`src/rtl/fmul_seq_if.sv`:
```
// fmul_seq_if: operand/result bundle for the sequential floating-point
// multiplier.
//
// Handshake rules (both channels):
//   A transfer happens on a rising clock edge where valid and ready are both
//   high. The producer holds valid and its payload steady until that edge.
//   Ready may be raised before valid. Ready never depends on the valid of the
//   same channel within the cycle.
//   Input channel : in_valid / in_ready, payload a, b, round_mode.
//   Output channel: out_valid / out_ready, payload r, flags.
//
// Signals:
//   in_valid   operands valid (producer -> multiplier)
//   in_ready   multiplier can accept operands
//   a, b       operands {sign, exponent, fraction}
//   round_mode 1 = round-to-nearest-even, 0 = truncate
//   out_valid  result valid
//   out_ready  consumer accepts the result
//   r          result word
//   flags      {invalid, divzero, overflow, underflow, inexact}
interface fmul_seq_if #(
    parameter int WIDTH = 32
);
    logic             in_valid;
    logic             in_ready;
    logic [WIDTH-1:0] a;
    logic [WIDTH-1:0] b;
    logic             round_mode;
    logic             out_valid;
    logic             out_ready;
    logic [WIDTH-1:0] r;
    logic [4:0]       flags;

    // Operand producer / result consumer side.
    modport master (
        output in_valid, a, b, round_mode, out_ready,
        input  in_ready, out_valid, r, flags
    );

    // Multiplier side.
    modport slave (
        input  in_valid, a, b, round_mode, out_ready,
        output in_ready, out_valid, r, flags
    );
endinterface

```
`src/rtl/fmul_seq.sv`:
```
// fmul_seq: sequential IEEE-754-style floating-point multiplier.
// The mantissa product is built with a shift-add loop, one multiplier bit per
// cycle, followed by a normalise step and a round step. Special operands
// (zero/subnormal, inf, NaN) bypass the loop.
//
// Ports:
//   clk      rising-edge clock
//   rst_n    asynchronous active-low reset
//   bus      fmul_seq_if slave modport (operand and result handshakes)
//   o_state  current FSM state (IDLE=0, MUL=1, NORM=2, ROUND=3, DONE=4)
module fmul_seq #(
    parameter int EXP  = 8,
    parameter int FRAC = 23
) (
    input  logic        clk,
    input  logic        rst_n,
    fmul_seq_if.slave   bus,
    output logic [2:0]  o_state
);
    localparam int WIDTH = EXP + FRAC + 1;
    localparam int P     = 2 * FRAC + 2;          // product width
    localparam int CNT_W = $clog2(FRAC + 1);

    localparam logic signed [EXP+1:0] BIAS = (EXP+2)'((1 << (EXP - 1)) - 1);
    localparam logic signed [EXP+1:0] EMAX = (EXP+2)'((1 << EXP) - 1);
    localparam logic signed [EXP+1:0] ONE  = (EXP+2)'(1);
    localparam logic signed [EXP+1:0] ZERO = '0;
    localparam logic [WIDTH-1:0] QNAN =
        {1'b0, {EXP{1'b1}}, 1'b1, {(FRAC-1){1'b0}}};

    typedef enum logic [2:0] {
        S_IDLE  = 3'd0,
        S_MUL   = 3'd1,
        S_NORM  = 3'd2,
        S_ROUND = 3'd3,
        S_DONE  = 3'd4
    } state_t;

    state_t r_state, w_next;

    logic [P-1:0]            r_acc;
    logic [P-1:0]            r_mcand;
    logic [FRAC:0]           r_mplier;
    logic [CNT_W-1:0]        r_cnt;
    logic signed [EXP+1:0]   r_exp;
    logic                    r_sign;
    logic                    r_rmode;
    logic                    r_special;
    logic [FRAC-1:0]         r_frac;
    logic                    r_g;
    logic                    r_rb;
    logic                    r_s;
    logic [WIDTH-1:0]        r_r;
    logic [4:0]              r_flags;

    // ---------------- operand classification at accept ----------------
    logic [EXP-1:0]  w_ea, w_eb;
    logic [FRAC-1:0] w_fa, w_fb;
    logic            w_sign;
    logic            w_za, w_zb, w_nan_a, w_nan_b, w_snan_a, w_snan_b;
    logic            w_inf_a, w_inf_b;
    logic            w_special;
    logic [WIDTH-1:0] w_spec_r;
    logic [4:0]      w_spec_flags;
    logic signed [EXP+1:0] w_exp_sum;

    assign w_ea   = bus.a[WIDTH-2 -: EXP];
    assign w_eb   = bus.b[WIDTH-2 -: EXP];
    assign w_fa   = bus.a[FRAC-1:0];
    assign w_fb   = bus.b[FRAC-1:0];
    assign w_sign = bus.a[WIDTH-1] ^ bus.b[WIDTH-1];

    // Exponent 0 counts as zero regardless of fraction (flush-to-zero).
    assign w_za     = (w_ea == '0);
    assign w_zb     = (w_eb == '0);
    assign w_nan_a  = (w_ea == '1) && (w_fa != '0);
    assign w_nan_b  = (w_eb == '1) && (w_fb != '0);
    assign w_snan_a = w_nan_a && !w_fa[FRAC-1];
    assign w_snan_b = w_nan_b && !w_fb[FRAC-1];
    assign w_inf_a  = (w_ea == '1) && (w_fa == '0);
    assign w_inf_b  = (w_eb == '1) && (w_fb == '0);

    assign w_exp_sum = $signed({2'b00, w_ea}) + $signed({2'b00, w_eb}) - BIAS;

    always_comb begin
        w_special    = 1'b0;
        w_spec_r     = '0;
        w_spec_flags = '0;
        if (w_nan_a || w_nan_b || (w_inf_a && w_zb) || (w_inf_b && w_za)) begin
            w_special    = 1'b1;
            w_spec_r     = QNAN;
            w_spec_flags = {(w_snan_a || w_snan_b || (w_inf_a && w_zb) ||
                             (w_inf_b && w_za)), 4'b0000};
        end else if (w_inf_a || w_inf_b) begin
            w_special = 1'b1;
            w_spec_r  = {w_sign, {EXP{1'b1}}, {FRAC{1'b0}}};
        end else if (w_za || w_zb) begin
            w_special = 1'b1;
            w_spec_r  = {w_sign, {(WIDTH-1){1'b0}}};
        end
    end

    // ---------------- normalise ----------------
    // Product is in [1,4): align so the leading one sits just above bit P-2,
    // then the fraction/guard/round/sticky positions are fixed.
    logic [P-2:0] w_norm;
    assign w_norm = r_acc[P-1] ? r_acc[P-2:0] : {r_acc[P-3:0], 1'b0};

    // ---------------- round and final classification ----------------
    logic                  w_inc;
    logic [FRAC+1:0]       w_sum;
    logic signed [EXP+1:0] w_exp_r;
    logic [FRAC-1:0]       w_frac_r;
    logic                  w_inexact;
    logic [WIDTH-1:0]      w_round_r;
    logic [4:0]            w_round_flags;

    assign w_inc     = r_rmode && r_g && (r_rb || r_s || r_frac[0]);
    assign w_sum     = {1'b0, 1'b1, r_frac} + (FRAC+2)'(w_inc);
    // A carry out means the mantissa became 10.000..., i.e. 1.0 one binade up.
    assign w_exp_r   = w_sum[FRAC+1] ? r_exp + ONE : r_exp;
    assign w_frac_r  = w_sum[FRAC+1] ? w_sum[FRAC:1] : w_sum[FRAC-1:0];
    assign w_inexact = r_g || r_rb || r_s;

    always_comb begin
        w_round_r     = {r_sign, w_exp_r[EXP-1:0], w_frac_r};
        w_round_flags = {4'b0000, w_inexact};
        if (w_exp_r >= EMAX) begin
            w_round_flags = 5'b00101;
            if (r_rmode)
                w_round_r = {r_sign, {EXP{1'b1}}, {FRAC{1'b0}}};
            else
                w_round_r = {r_sign, {(EXP-1){1'b1}}, 1'b0, {FRAC{1'b1}}};
        end else if (w_exp_r <= ZERO) begin
            w_round_flags = 5'b00011;
            w_round_r     = {r_sign, {(WIDTH-1){1'b0}}};
        end
    end

    // ---------------- FSM ----------------
    always_ff @(posedge clk or negedge rst_n) begin
        if (!rst_n) r_state <= S_IDLE;
        else        r_state <= w_next;
    end

    // Special operands still spend one cycle in MUL (the accept cycle only
    // registers them) and leave on its first edge without iterating.
    always_comb begin
        w_next = r_state;
        case (r_state)
            S_IDLE:  if (bus.in_valid) w_next = S_MUL;
            S_MUL: begin
                if (r_special)                       w_next = S_DONE;
                else if (r_cnt == CNT_W'(FRAC))      w_next = S_NORM;
            end
            S_NORM:  w_next = S_ROUND;
            S_ROUND: w_next = S_DONE;
            S_DONE:  if (bus.out_ready) w_next = S_IDLE;
            default: w_next = S_IDLE;
        endcase
    end

    assign bus.in_ready  = (r_state == S_IDLE);
    assign bus.out_valid = (r_state == S_DONE);
    assign bus.r         = r_r;
    assign bus.flags     = r_flags;
    assign o_state       = r_state;

    // ---------------- datapath ----------------
    always_ff @(posedge clk or negedge rst_n) begin
        if (!rst_n) begin
            r_acc     <= '0;
            r_mcand   <= '0;
            r_mplier  <= '0;
            r_cnt     <= '0;
            r_exp     <= '0;
            r_sign    <= 1'b0;
            r_rmode   <= 1'b0;
            r_special <= 1'b0;
            r_frac    <= '0;
            r_g       <= 1'b0;
            r_rb      <= 1'b0;
            r_s       <= 1'b0;
            r_r       <= '0;
            r_flags   <= '0;
        end else begin
            case (r_state)
                S_IDLE: begin
                    if (bus.in_valid) begin
                        r_rmode   <= bus.round_mode;
                        r_sign    <= w_sign;
                        r_special <= w_special;
                        r_mcand   <= {{(P-FRAC-1){1'b0}}, 1'b1, w_fa};
                        r_mplier  <= {1'b1, w_fb};
                        r_acc     <= '0;
                        r_cnt     <= '0;
                        r_exp     <= w_exp_sum;
                        if (w_special) begin
                            r_r     <= w_spec_r;
                            r_flags <= w_spec_flags;
                        end
                    end
                end
                S_MUL: begin
                    if (!r_special) begin
                        if (r_mplier[0])
                            r_acc <= r_acc + r_mcand;
                        r_mcand  <= r_mcand << 1;
                        r_mplier <= r_mplier >> 1;
                        r_cnt    <= r_cnt + 1'b1;
                    end
                end
                S_NORM: begin
                    r_frac <= w_norm[P-2 -: FRAC];
                    r_g    <= w_norm[P-2-FRAC];
                    r_rb   <= w_norm[P-3-FRAC];
                    r_s    <= |w_norm[P-4-FRAC:0];
                    if (r_acc[P-1])
                        r_exp <= r_exp + ONE;
                end
                S_ROUND: begin
                    r_r     <= w_round_r;
                    r_flags <= w_round_flags;
                end
                default: ;
            endcase
        end
    end
endmodule
```
`src/flat_wrapper.sv`:
```
// flat-port wrapper written by rule: the top's interface ports become plain ports
module fmul_seq_flat 
#(
    parameter int EXP  = 8,
    parameter int FRAC = 23
)
  (clk, rst_n, o_state, bus_in_valid, bus_a, bus_b, bus_round_mode, bus_out_ready, bus_in_ready, bus_out_valid, bus_r, bus_flags);
  fmul_seq_if bus_i ();
  input  logic clk;
  input  logic rst_n;
  output logic [2:0] o_state;
  input wire logic [$bits(bus_i.in_valid)-1:0] bus_in_valid;
  input wire logic [$bits(bus_i.a)-1:0] bus_a;
  input wire logic [$bits(bus_i.b)-1:0] bus_b;
  input wire logic [$bits(bus_i.round_mode)-1:0] bus_round_mode;
  input wire logic [$bits(bus_i.out_ready)-1:0] bus_out_ready;
  output wire logic [$bits(bus_i.in_ready)-1:0] bus_in_ready;
  output wire logic [$bits(bus_i.out_valid)-1:0] bus_out_valid;
  output wire logic [$bits(bus_i.r)-1:0] bus_r;
  output wire logic [$bits(bus_i.flags)-1:0] bus_flags;
  assign bus_i.in_valid = bus_in_valid;
  assign bus_i.a = bus_a;
  assign bus_i.b = bus_b;
  assign bus_i.round_mode = bus_round_mode;
  assign bus_i.out_ready = bus_out_ready;
  assign bus_in_ready = bus_i.in_ready;
  assign bus_out_valid = bus_i.out_valid;
  assign bus_r = bus_i.r;
  assign bus_flags = bus_i.flags;
  fmul_seq #(.EXP(EXP), .FRAC(FRAC)) u_core (.clk(clk), .rst_n(rst_n), .bus(bus_i), .o_state(o_state));
endmodule
```
`config.mk`:
```
export PLATFORM = sky130hd
export DESIGN_NAME = fmul_seq_flat
export DESIGN_NICKNAME = d
export VERILOG_FILES = /design/src/rtl/fmul_seq_if.sv /design/src/rtl/fmul_seq.sv /design/src/flat_wrapper.sv
export SDC_FILE = /design/constraint.sdc
export NUM_CORES = 1
export LEC_CHECK = 0
export ABC_AREA = 0
export CELL_PAD_IN_SITES_DETAIL_PLACEMENT = 1
export CELL_PAD_IN_SITES_GLOBAL_PLACEMENT = 1
export CORE_AREA = 2 2 195 197
export DETAILED_ROUTE_END_ITERATION = 10
export DIE_AREA = 0 0 197 199
export GPL_TIMING_DRIVEN = 0
export PLACE_DENSITY = 0.63
export SLEW_MARGIN = 40
export SYNTH_ARGS = -nofsm -noshare
export SYNTH_HDL_FRONTEND = slang
export SYNTH_SLANG_ARGS = --single-unit
```
`constraint.sdc`:
```
create_clock -name clk -period 5.05 [get_ports clk]
set_input_delay 0.7575 -clock clk [delete_from_list [all_inputs] [get_ports clk]]
set_output_delay 0.7575 -clock clk [all_outputs]
set_load 0.005 [all_outputs]
```
* Word-level counts from Yosys, hierarchy flattened
Index checks and enable logic that the tools add are counted.
** Storage, ports and cells
- Register bits :: 204
- Bits in latches :: 0
- RAM bits :: 0
- Memory bits (read-only) :: 0
- Bits of input ports :: 69
- Output and inout port bits :: 42
- Logic and storage cells :: 121
- Memories kept :: 0
** Operators by class
- Add/sub/neg operators :: 6
- $mul :: 0
- Divide/modulo/power cells :: 0
- Magnitude comparators :: 2
- Equality and inequality tests :: 14
- Shift operators :: 0
- Muxes and demuxes :: 42
- Bitwise gates (word level) :: 1
- Reduce and logical (&&, ||, !) cells :: 41
** Operator list (count)
- $mux W48 :: 5
- $pmux W48 S2 :: 2
- $mux W32 :: 5
- $mux W24 :: 3
- $pmux W32 S2 :: 1
- $mux W31 :: 2
- $add A48 B48 Y48 :: 1
- $pmux W24 S2 :: 1
- $mux W47 :: 1
- $logic_not A23 Y1 :: 2
- $reduce_bool A23 Y1 :: 2
- $mux W10 :: 3
- $mux W5 :: 6
- $add A24 B1 Y25 :: 1
- $mux W23 :: 1
- $reduce_or A22 Y1 :: 1
- $pmux W10 S2 :: 1
- $pmux W5 S2 :: 2
- $eq A8 B8 Y1 const B :: 2
- $logic_not A8 Y1 :: 2
- $pmux W3 S5 :: 1
- $logic_or A1 B1 Y1 :: 12
- $mux W3 :: 4
- $reduce_and A3 Y1 :: 4
- 22 further kinds :: 41

* Logic depth before layout (Yosys ltp)
- Depth in word-level cells :: 10
- Gate-level depth with buffers :: 14
- Mapped depth without buffers :: 13

* Worst setup path before layout
No wires, ideal clock.
- Kind :: register -> register
- Start :: register u_core.r_rmode
- End :: register u_core.r_r[10], in the netlist u_core.bus.r[10]
- Setup time :: 0.126 ns
- Arrival time :: 3.049 ns
- Required time :: 4.924 ns
- Setup slack :: 1.875 ns
- Cell stages (with the launch flop) :: 14
- Path buffers :: 3
- Clock period less this slack :: 3.175 ns
- Cells stage by stage :: dfrtp_1 and3_1 ha_1 and3_1 buf_6 nand4_4 or4_4 buf_6 nor4_4 a21oi_2 o311ai_4 nor2_4 buf_6 a221o_1
** Between the ends
- Word-level cells in the longest chain between the ends :: 8
- Elaborated cells on any way between the ends :: 11
- Classes of those cells :: add/sub (1); order compare (2); mux (6); reduce/logical (2)
** Ends and longest elaborated chain
- from (decl) :: RTL line fmul_seq.sv:47 : logic r_rmode;
- from (signal assigned) :: RTL line fmul_seq.sv:190 : r_rmode <= bus.round_mode;
- $logic_and A1 B1 Y1 (2 in a row) :: RTL line fmul_seq.sv:118 : assign w_inc = r_rmode && r_g && (r_rb || r_s || r_frac[0]);
- $add A24 B1 Y25 :: RTL line fmul_seq.sv:119 : assign w_sum = {1'b0, 1'b1, r_frac} + (FRAC+2)'(w_inc);
- $mux W10 :: RTL line fmul_seq.sv:121 : assign w_exp_r = w_sum[FRAC+1] ? r_exp + ONE : r_exp;
- $le A10 B1 Y1 :: RTL line fmul_seq.sv:134 : end else if (w_exp_r <= ZERO) begin
- $mux W31 :: RTL line fmul_seq.sv:134
- $mux W31 (*) :: RTL line fmul_seq.sv:128 : if (w_exp_r >= EMAX) begin
- $pmux W32 S2 (*) :: RTL line fmul_seq.sv:187 : case (r_state)
- to (signal assigned) :: RTL line fmul_seq.sv:199 : r_r <= w_spec_r;
- to (signal assigned) :: RTL line fmul_seq.sv:222 : r_r <= w_round_r;
- to (decl) :: RTL line fmul_seq.sv:53 : logic [WIDTH-1:0] r_r;
Mark *: on every way between the ends. The rest lies on a longest branch, timed or not.
A chain may end at the register's enable or synchronous reset.

* Final worst setup path
- Start :: register u_core.r_mcand[0]
- End :: register u_core.r_acc[44]
** Between the ends
- Word-level cells in the longest chain between the ends :: 4
** Ends and longest elaborated chain
- from (decl) :: RTL line fmul_seq.sv:42 : logic [P-1:0] r_mcand;
- from (signal assigned) :: RTL line fmul_seq.sv:193 : r_mcand <= {{(P-FRAC-1){1'b0}}, 1'b1, w_fa};
- from (signal assigned) :: RTL line fmul_seq.sv:208 : r_mcand <= r_mcand << 1;
- $add A48 B48 Y48 :: RTL line fmul_seq.sv:207 : r_acc <= r_acc + r_mcand;
- $mux W48 :: RTL line fmul_seq.sv:206 : if (r_mplier[0])
- $mux W48 :: RTL line fmul_seq.sv:205 : if (!r_special) begin
- $pmux W48 S2 :: RTL line fmul_seq.sv:187
- to (signal assigned) :: RTL line fmul_seq.sv:207
- to (decl) :: RTL line fmul_seq.sv:41 : logic [P-1:0] r_acc;
Every way passes these cells. The select of a mux whose other input is x is not followed.

==> reports/results.md <==
Synthesis
* 39.78% — portion of the post-synthesis area used by sequential elements
* 203 — flops & latches, synth
* 1574 — synthesized net count
* 79 — post-synth cell types
* 100.0% — share of async-settable or async-resettable flops after synthesis
* 0 — EDFF count, synth
* 39.78% — Synth top area share
* 1444 — synthesized netlist cell count
* dfrtp_1 — Most used DFF post-synth
* dfrtp_1 — cell type with the highest aggregate area in the netlist
* 0 — total of warnings raised by yosys
* 8.843 um2 — syn avg cell area
* dfrtp_1 40%, nand2_1 6.4%, mux2i_1 6.1% — synth top area cells
* 12770 um2 — Mapped Area

Worst setup path
* 4.31 ns — data arrival time of the worst path
* register — kind of start point of the critical path
* 0.57 ns — delay contributed by the slowest stage of the critical path
* o2111ai_1 — Crit path top cell by count
* o21ai_1 — CP max stage cell
* register — nature of the critical path endpoint
* 7 — Worst Path Max Fanout
* register to register — Crit Path Category
* 5.48 ns — required time of the worst setup path
* ha_1, inv_1, fa_1, nor2b_1, o2111ai_1, a21boi_0, o2111ai_1, a21oi_1, nor2_1, o21ai_1, a311oi_1, mux2i_1, a2111o_1 — Cell Chain, Critical Path

Hold path
* primary input to async pin — worst hold-check path type

Cells and area
* nand2_1 — most common cell after layout, fill and taps aside
* 217 x nand2_1, 203 x dfrtp_1, 123 x a21oi_1 — most frequent cells in the layout
* 21.12% — Area growth syn-to-layout
* 0 — Antenna diodes
* 1715 — number of nets in the finished design
* 5.545% — layout cells sized above 1
* 15470 um2 — post-route standard cell area excluding fillers

Clocking
* 0.56 ns — clock latency at the later pin of the worst-skew pair
* 203 — TritonCTS Sinks
* clkbuf_16 — clock tree root buffer cell
* 0 — number of hold-repair buffers added at the cts stage
* 0.06 ns — clock-pin slew on the worst setup and hold paths
* 27 — TritonCTS Buffers
* done — CTS tree
* 3 — deepest clock path buffer count
* 0 — post-CTS setup-driven buffer insertion count
* 1 — H-tree levels
* 0 — number of gates resized after cts

Timing
* 0 — number of failing hold endpoints at the final stage
* 1.170 ns — final setup margin
* 46.21% — Slew HR
* 0.01613 ns — clock skew
* 0.8048 ns — actual transition at the worst max-transition pin
* no — RSZ-0062 raised after global routing
* 0 ns — final total negative setup slack
* 3.880 ns — final critical path time including I/O delays and setup
* 257.7 MHz — Fmax
* 0 — pins over their slew limit
* 76.83% — post-route fraction of the period consumed by the critical path
* 0 — final setup vio count

Floorplanning
* 34.39% — Starting Density
* 71 — standard-cell rows
* 37130 um2 — core region area
* 111 — io pins
* 199 um — die boundary height
* 39200 um2 — die area
* 197 um — horizontal die dimension

Route
* 0 — DRC violations left
* 19.32 um — wire length per cell
* 6 — iteration count of the initial detailed-routing pass
* 11180 — Vias
* 956 um — routed length on met3
* 421 — number of DRC markers in iteration 0
* 40160 um — detailed-route wire length
* 19580 um — DR WL met2
* 5.379 — average via count per standard cell
* 18790 um — sum of routed wire segments on met1
* met4 — top routing layer in use
* 0 — remaining antenna violation count

Global routing
* 0 — overall overflow remaining after global route
* 11940 — vias in the first global route
* 65290 um — wire length of the first global-routing pass
* 0 — antenna violations before repair
* 20.85% — Tot GR Track Use
* 61 — largest net degree at the start of global routing

Placement
* 1.159 ns — Post-Place Setup Slack
* 14550 um2 — Post-DP Area
* 109 — IO buf count
* 0.8396 — Final Wtd Congestion
* 31020 um — DPL Wire Length

Power and ir drop
* 0.3124 mV — worst ir drop on vdd
* 6.729 nW — leakage power
* 583.3 nW/um2 — cell area power density

Status
* finished clean — result of the run

Job
* 0 — max_cap viols

per-layer routing:
| metal | up-vias | GRT usage [%] |
|---|---|---|
| li1 | 5502 | - |
| met1 | 5506 | 27.18 |
| met2 | 130 | 37.31 |
| met3 | 45 | 2.085 |
| met4 | 0 | 4.651 |
| met5 | - | 0 |
worst paths after layout:
check | end | depth (start not counted) | start | slack (ns)
max reg2reg | u_core.r_acc[44] | 13 | u_core.r_mcand[0] | 1.17
max | u_core.r_acc[44] | 13 | u_core.r_mcand[0] | 1.17
min reg2reg | u_core.r_sign | 2 | u_core.r_sign | 0.48
min | u_core.r_exp[1] | 1 | rst_n | 0.06
min in group clk | u_core.r_sign | 2 | u_core.r_sign | 0.48
max in group asynchronous | u_core.r_mcand[19] | 3 | rst_n | 3.98
critical path: cells and delay by family (launching register included):
kind	cells	cell delay (ns)
flip-flops	1	0.39
AND/OR/NAND/NOR	2	0.29
AO/OA/AOI/OAI	7	2.19
buffers and inverters	1	0.07
multiplexers	1	0.17
adder cells (fa/ha/maj)	2	0.64
through the flow:
step | instances | power [mW] | utilization [%] | hold slack, ns
finish | 2079 | 9.022 | 41.65 | 0.06484
global route | 2079 | 9.755 | 41.65 | 0.07856
CTS | 2079 | 9.127 | 41.64 | 0.06267
detailed placement | 2030 | 7.085 | 39.17 | 0.4709
global placement | 2027 | 6.957 | 38.92 | 0.4606
floorplan | 1444 | 5.555 | - | 0.4468
state kept, by name, indices dropped and copies added (netlist names), 3 cells and up:
register,cells
u_core.o_state,3
u_core.r_exp,10
u_core.r_acc,48
u_core.bus.flags,4
u_core.bus.r,32
u_core.r_mcand,48
u_core.r_frac,23
u_core.r_cnt,5
u_core.r_mplier,24
final cells by class:
class,instances,area [um2]
Timing Repair Buffer,112,1179
Multi-Input combinational cell,1140,7224
Clock inverter,7,93.84
Buffer,79,392.9
Clock buffer,42,822.0
Fill cell,4321,21670
Inverter,22,82.58
Sequential cell,203,5080
Tap cell,474,593.1
power by group:
group | internal [mW] | total, mW | switching, mW
clock | 1.21 | 1.97 | 0.762
sequential | 2.23 | 2.76 | 0.537
combinational | 1.75 | 4.28 | 2.54
total | 5.19 | 9.02 | 3.83
cell usage after synthesis, types with 6 or more instances:
cell / n
nand2_1: 217
dfrtp_1: 203
a21oi_1: 124
o21ai_0: 117
nor2_1: 104
mux2i_1: 78
nand3_1: 65
clkbuf_1: 59
ha_1: 59
xor2_1: 42
xnor2_1: 41
a21o_1: 32
nor3_1: 26
nor4_1: 24
inv_1: 21
nand4_1: 21
and3_1: 17
a221o_1: 16
a31oi_1: 14
o211ai_1: 10
nand2b_1: 7
o21bai_1: 7
o22a_1: 7
a211oi_1: 6
buf_1: 6
buf_6: 6
nor2b_1: 6
nor3b_1: 6
kinds of logic after synthesis:
family                   share of synthesized area (%)
AND/OR/NAND/NOR                                  19.51
AO/OA/AOI/OAI                                    18.99
flip-flops                                       39.78
buffers and inverters                            3.704
XOR/XNOR                                         5.693
multiplexers                                     6.202
adder cells (fa/ha/maj)                          6.094
other                                          0.02937
(Power assumes the default switching activity.)
